`config.mk`:
```
export PLATFORM = sky130hd
export DESIGN_NAME = s38584_slot_scheduler
export DESIGN_NICKNAME = d
export VERILOG_FILES = /design/src/rtl/s38584_slot_scheduler.sv
export SDC_FILE = /design/constraint.sdc
export NUM_CORES = 1
export LEC_CHECK = 0
export ABC_AREA = 1
export BUFFER_PORTS_ARGS = -buffer_cell sky130_fd_sc_hd__buf_2
export CORE_MARGIN = 2
export CORE_UTILIZATION = 59
export DETAILED_ROUTE_END_ITERATION = 7
export GPL_TIMING_DRIVEN = 0
export PLACE_DENSITY = 0.95
export RECOVER_POWER = 50
export SLEW_MARGIN = 20
export SYNTH_ARGS = -nofsm -noshare
export SYNTH_HDL_FRONTEND = slang
export SYNTH_SLANG_ARGS = --single-unit
```
`constraint.sdc`:
```
create_clock -name CK -period 3.69 [get_ports CK]
set_clock_uncertainty 0.1 [all_clocks]
set_input_delay 0.5535 -clock CK [delete_from_list [all_inputs] [get_ports CK]]
set_output_delay 0.5535 -clock CK [all_outputs]
set_load 0.05 [all_outputs]
```
`src/rtl/s38584_slot_scheduler.sv`:
```
// s38584_slot_scheduler
// Round-robin scheduler for the 8-slot select/compare datapath. Owns the slot index that
// steers the slot mux and the one-hot slot enables. A grant is held until the slot signals
// done, withdraws its request, or runs for TIMEOUT cycles. Arbitration happens only while
// the two phase words agree, which is the same gating the datapath applies.
//
// Ports:
//   CK         in   clock, rising edge
//   RSTN       in   synchronous active-low reset
//   req        in   per-slot request (level)
//   done       in   per-slot completion (only the granted slot is looked at)
//   phase_a    in   phase word A
//   phase_b    in   phase word B (arbitrate only when equal to phase_a)
//   grant_vld  out  grant active (registered)
//   grant_idx  out  granted slot index (registered, holds last value after release)
//   grant_oh   out  one-hot of grant_idx when grant_vld, else 0
//   timeout    out  one-cycle pulse when a grant is forced off by the hold limit
//   busy       out  scheduler not idle
module s38584_slot_scheduler #(
  parameter int unsigned N_CH    = 8,
  parameter int unsigned IDX_W   = 3,
  parameter int unsigned TIMEOUT = 16,
  parameter int unsigned TO_W    = 5
) (
  input  logic             CK,
  input  logic             RSTN,
  input  logic [N_CH-1:0]  req,
  input  logic [N_CH-1:0]  done,
  input  logic [1:0]       phase_a,
  input  logic [1:0]       phase_b,
  output logic             grant_vld,
  output logic [IDX_W-1:0] grant_idx,
  output logic [N_CH-1:0]  grant_oh,
  output logic             timeout,
  output logic             busy
);

  localparam logic [1:0] IDLE    = 2'd0;
  localparam logic [1:0] HOLD    = 2'd1;
  localparam logic [1:0] RELEASE = 2'd2;

  localparam logic [TO_W-1:0] CNT_LAST = TO_W'(TIMEOUT - 1);

  logic [1:0]       state_q, state_d;
  logic [IDX_W-1:0] ptr_q, ptr_d;
  logic [TO_W-1:0]  cnt_q, cnt_d;
  logic             vld_q, vld_d;
  logic [IDX_W-1:0] idx_q, idx_d;
  logic             to_q, to_d;

  logic             match;
  logic             win_found;
  logic [IDX_W-1:0] win_idx;
  logic [IDX_W-1:0] ptr_inc;
  logic [IDX_W:0]   idx_plus1;

  assign match = (phase_a == phase_b);

  // Scan ptr, ptr+1, ... with wrap; first requester found wins.
  always_comb begin
    int unsigned cand;
    win_found = 1'b0;
    win_idx   = '0;
    for (int unsigned k = 0; k < N_CH; k++) begin
      cand = int'(ptr_q) + k;
      if (cand >= N_CH) cand = cand - N_CH;
      if (!win_found && req[cand]) begin
        win_found = 1'b1;
        win_idx   = IDX_W'(cand);
      end
    end
  end

  // Next search starts just past the slot that was last served.
  assign idx_plus1 = {1'b0, idx_q} + 1'b1;
  assign ptr_inc   = (idx_plus1 == (IDX_W+1)'(N_CH)) ? '0 : idx_plus1[IDX_W-1:0];

  always_comb begin
    state_d = state_q;
    ptr_d   = ptr_q;
    cnt_d   = cnt_q;
    vld_d   = vld_q;
    idx_d   = idx_q;
    to_d    = 1'b0;
    case (state_q)
      IDLE: begin
        if (match && win_found) begin
          state_d = HOLD;
          vld_d   = 1'b1;
          idx_d   = win_idx;
          cnt_d   = '0;
        end
      end
      HOLD: begin
        // Phase mismatch is deliberately ignored here: an issued grant is never revoked.
        cnt_d = cnt_q + 1'b1;
        if (done[idx_q] || !req[idx_q] || (cnt_q == CNT_LAST)) begin
          state_d = RELEASE;
          vld_d   = 1'b0;
          ptr_d   = ptr_inc;
          // done and withdrawal take priority over the hold limit.
          to_d    = !done[idx_q] && req[idx_q];
        end
      end
      RELEASE: begin
        state_d = IDLE;
      end
      default: begin
        state_d = IDLE;
        vld_d   = 1'b0;
      end
    endcase
  end

  always_ff @(posedge CK) begin
    if (!RSTN) begin
      state_q <= IDLE;
      ptr_q   <= '0;
      cnt_q   <= '0;
      vld_q   <= 1'b0;
      idx_q   <= '0;
      to_q    <= 1'b0;
    end else begin
      state_q <= state_d;
      ptr_q   <= ptr_d;
      cnt_q   <= cnt_d;
      vld_q   <= vld_d;
      idx_q   <= idx_d;
      to_q    <= to_d;
    end
  end

  assign grant_vld = vld_q;
  assign grant_idx = idx_q;
  assign timeout   = to_q;
  assign busy      = (state_q != IDLE);

  always_comb begin
    grant_oh = '0;
    if (vld_q) grant_oh[idx_q] = 1'b1;
  end

endmodule

```
==> flow_metrics.tcl <==
set metrics [dict create \
    yosysWarnings 0 \
    h-tree-depth 1 \
    slew_violations 0 \
    ant_nets 0 \
    post_drt_wl_per_cell_um 11.8 \
    yosysTopAreaCell "dfxtp_1" \
    cts.clk_slew.worst_paths_ns 0.09 \
    startpoint_type "register" \
    via_per_inst 5.34 \
    grt_pass1_vias 1652 \
    reg2reg_depth 17 \
    die_w_um 57.5 \
    p_leak_uw 0.000970 \
    grt.overflow.total 0 \
    seq_area_frac_synth_pct 17.8 \
    numCtsBuffers 3 \
    crit_cells 17 \
    synth_area_leaders "dfxtp_1 (18%), nand2_1 (12%), nand3_1 (10%), nor2_1 (8.9%), inv_1 (7.8%)" \
    fillers 221 \
    cp.buffers_inverters 6 \
    cp_top_family "simple AND/OR/NAND/NOR gates" \
    clock_latency_ns 0.28 \
    min_path_cells 2 \
    cap_violations 0 \
    cts_tree "built" \
    path_cells "buf_6 > inv_4 > buf_12 > ha_1 > buf_2 > inv_1 > nand3_1 > nand2_1 > nand2_1 > nand2_1 > nand3_1 > inv_1 > nand3_1 > nand3_1 > nand2_1 > nor3_1 > nor2_1" \
    worst_slew_pin_slew_ns 0.605 \
    max_slew_margin_pct 59.9 \
    synth_seq_cells 15 \
    synth_fp_nets 295 \
    rows 19 \
    portBuffers 35 \
    io-pin-count 36 \
    drc 0 \
    die-area_sq_um 3300 \
    nNetsFinal 335 \
    area_delta_synth_final_pct 13.4 \
    p_per_area_nw_per_um2 401 \
    worstPathMaxFanout 10 \
    setup-violations-final 0 \
    yosysUniqueCellTypes 33 \
    synthCells 268 \
    finalCritPeriodShare_pct 74.1 \
    syn_area_sq_um 1690 \
    place_inst 334 \
    tns_ns 0 \
    clockBufferDepth 2 \
    drive_gt1_share_pct 19.5 \
    post_cts_buffers 0 \
    final_common_cell "nand2_1" \
    min_path_type "register to register" \
    grt_start_max_net_pins 11 \
    avgSynthCellArea_sq_um 6.30 \
    critPathMaxStageDelay_ns 0.37 \
    finalCriticalPeriod_ns 2.74 \
    max_freq_mhz 365 \
    total_power_uw 767 \
    drt-pass1-iter-count 4 \
    post_cts_resized 0 \
    dp_hpwl_mm 3.20 \
    cp_slowest_cell "dfxtp_1" \
    cts_root_buf "clkbuf_4" \
    hold_viol 0 \
    gp_congestion 0.859 \
    hold_buffers 0 \
    initial_utilization_pct 61.7 \
    n_antenna_cell 0 \
    synth_top_cell_area_share_pct 17.8 \
    grt_pass1_wl_mm 6.96 \
    clkSinkCount 15 \
    ir_drop_v 0.000456 \
    first_iter_violations 83 \
    critPathKind "register to register" \
    critPathCaptureType "register" \
    core_sq_um 2730 \
    wl_mm 4.00 \
    cp.required_ns 3.77 \
    grt_setup_unrepaired "false" \
    die_height_um 57.5 \
    run_status "finished clean" \
    final_cells 338 \
    final_cell_mix "nand2_1 (56), nor2_1 (40), inv_1 (35), nand3_1 (35), buf_2 (26)" \
    vias 1804 \
    final_util_pct 70.0 \
    antenna_found_initial 0 \
    grtUsageTotal_pct 25.8 \
    worstPathArrival_ns 2.81 \
]
==> worst register-to-register path: cells and delay by family, from the launching register on <==
family,cells,cell delay [ns]
fa+ha+maj,1,0.29
simple gates,10,1.15
flops,1,0.37
buf+inv,6,0.74
==> metrics by stage <==
stage | instance area (sq um) | hold WS, ns | setup slack, ns
after floorplan | 1690 | 0.353 | 1.30
after global placement | 1900 | 0.367 | 1.12
after detailed placement | 1900 | 0.388 | 1.01
after CTS | 1930 | 0.402 | 1.00
after global routing | 1910 | 0.438 | 0.809
final | 1910 | 0.398 | 0.954
==> layer usage <==
metal | wire [um] | GRT usage (%) | vias up | part of all wire, %
li1 | - | - | 949 | -
met1 | 1840 | 35.0 | 784 | 46
met2 | 1900 | 41.7 | 62 | 48
met3 | 204 | 4.76 | 9 | 5.1
met4 | 57 | 7.64 | 0 | 1.4
met5 | 0 | 0 | - | 0
==> cell usage after synthesis <==
| library cell | instances |
|---|---|
| nand2_1 | 56 |
| nor2_1 | 40 |
| inv_1 | 35 |
| nand3_1 | 35 |
| o21ai_0 | 17 |
| dfxtp_1 | 15 |
| a21oi_1 | 14 |
| nand3_4 | 7 |
| nand2_4 | 6 |
| ha_1 | 5 |
| nand2_2 | 5 |
| xor2_1 | 4 |
| buf_2 | 3 |
| a31oi_1 | 2 |
| buf_4 | 2 |
| nand3_2 | 2 |
| nand3b_1 | 2 |
| nand4_1 | 2 |
| nor3_1 | 2 |
| buf_12 | 1 |
| buf_6 | 1 |
| inv_2 | 1 |
| inv_4 | 1 |
| nand4_4 | 1 |
| nor2_4 | 1 |
| nor2_8 | 1 |
| nor3b_1 | 1 |
| nor4_1 | 1 |
| o2111ai_1 | 1 |
| o22ai_1 | 1 |
| o32ai_1 | 1 |
| or2_2 | 1 |
| xnor2_1 | 1 |
==> power breakdown <==
group | internal (uW) | total (uW) | leakage (uW) | switching (uW)
Sequential | 176 | 189 | 0.000122 | 13.0
Combinational | 154 | 486 | 0.000830 | 331
Clock | 40.2 | 93.2 | 0.0000177 | 53.0
Total | 370 | 767 | 0.000970 | 397
==> area by class of cell <==
cell class	count	area, sq um	area share (%)
Multi-Input combinational cell	209	1180	61.9
Timing Repair Buffer	35	160	8.37
Sequential cell	15	300	15.7
Buffer	7	61.3	3.20
Clock buffer	3	22.5	1.18
Clock inverter	1	5.00	0.261
Tap cell	31	38.8	2.03
Inverter	37	141	7.39
==> path summary, 6_finish.rpt <==
| kind | start | end | slack (ns) |
|---|---|---|---|
| max | ptr_q[0]$_SDFFE_PN0P_ | grant_idx[2]$_SDFFE_PN0P_ | 0.95 |
| min | cnt_q[3]$_SDFFE_PN0P_ | cnt_q[3]$_SDFFE_PN0P_ | 0.40 |
| max reg2reg | ptr_q[0]$_SDFFE_PN0P_ | grant_idx[2]$_SDFFE_PN0P_ | 0.95 |
| min reg2reg | cnt_q[3]$_SDFFE_PN0P_ | cnt_q[3]$_SDFFE_PN0P_ | 0.40 |
==> flip-flops by register name (all words and copies together) (netlist names) <==
| signal | flops |
|---|---|
| grant_idx | 3 |
| state_q | 2 |
| timeout | 1 |
| ptr_q | 3 |
| cnt_q | 5 |
| grant_vld | 1 |
==> kinds of logic (layout without fill, tap and decap cells) <==
group | Yosys count | after routing | share of synthesized area, %
adder cells (fa/ha/maj) | 5 | 5 | 3.71
flip-flops | 15 | 15 | 17.8
AO/OA/AOI/OAI | 36 | 36 | 11.3
buffers and inverters | 44 | 83 | 12.0
AND/OR/NAND/NOR | 163 | 163 | 52.6
XOR/XNOR | 5 | 5 | 2.59
No activity file was read; power rests on OpenSTA's default activity.
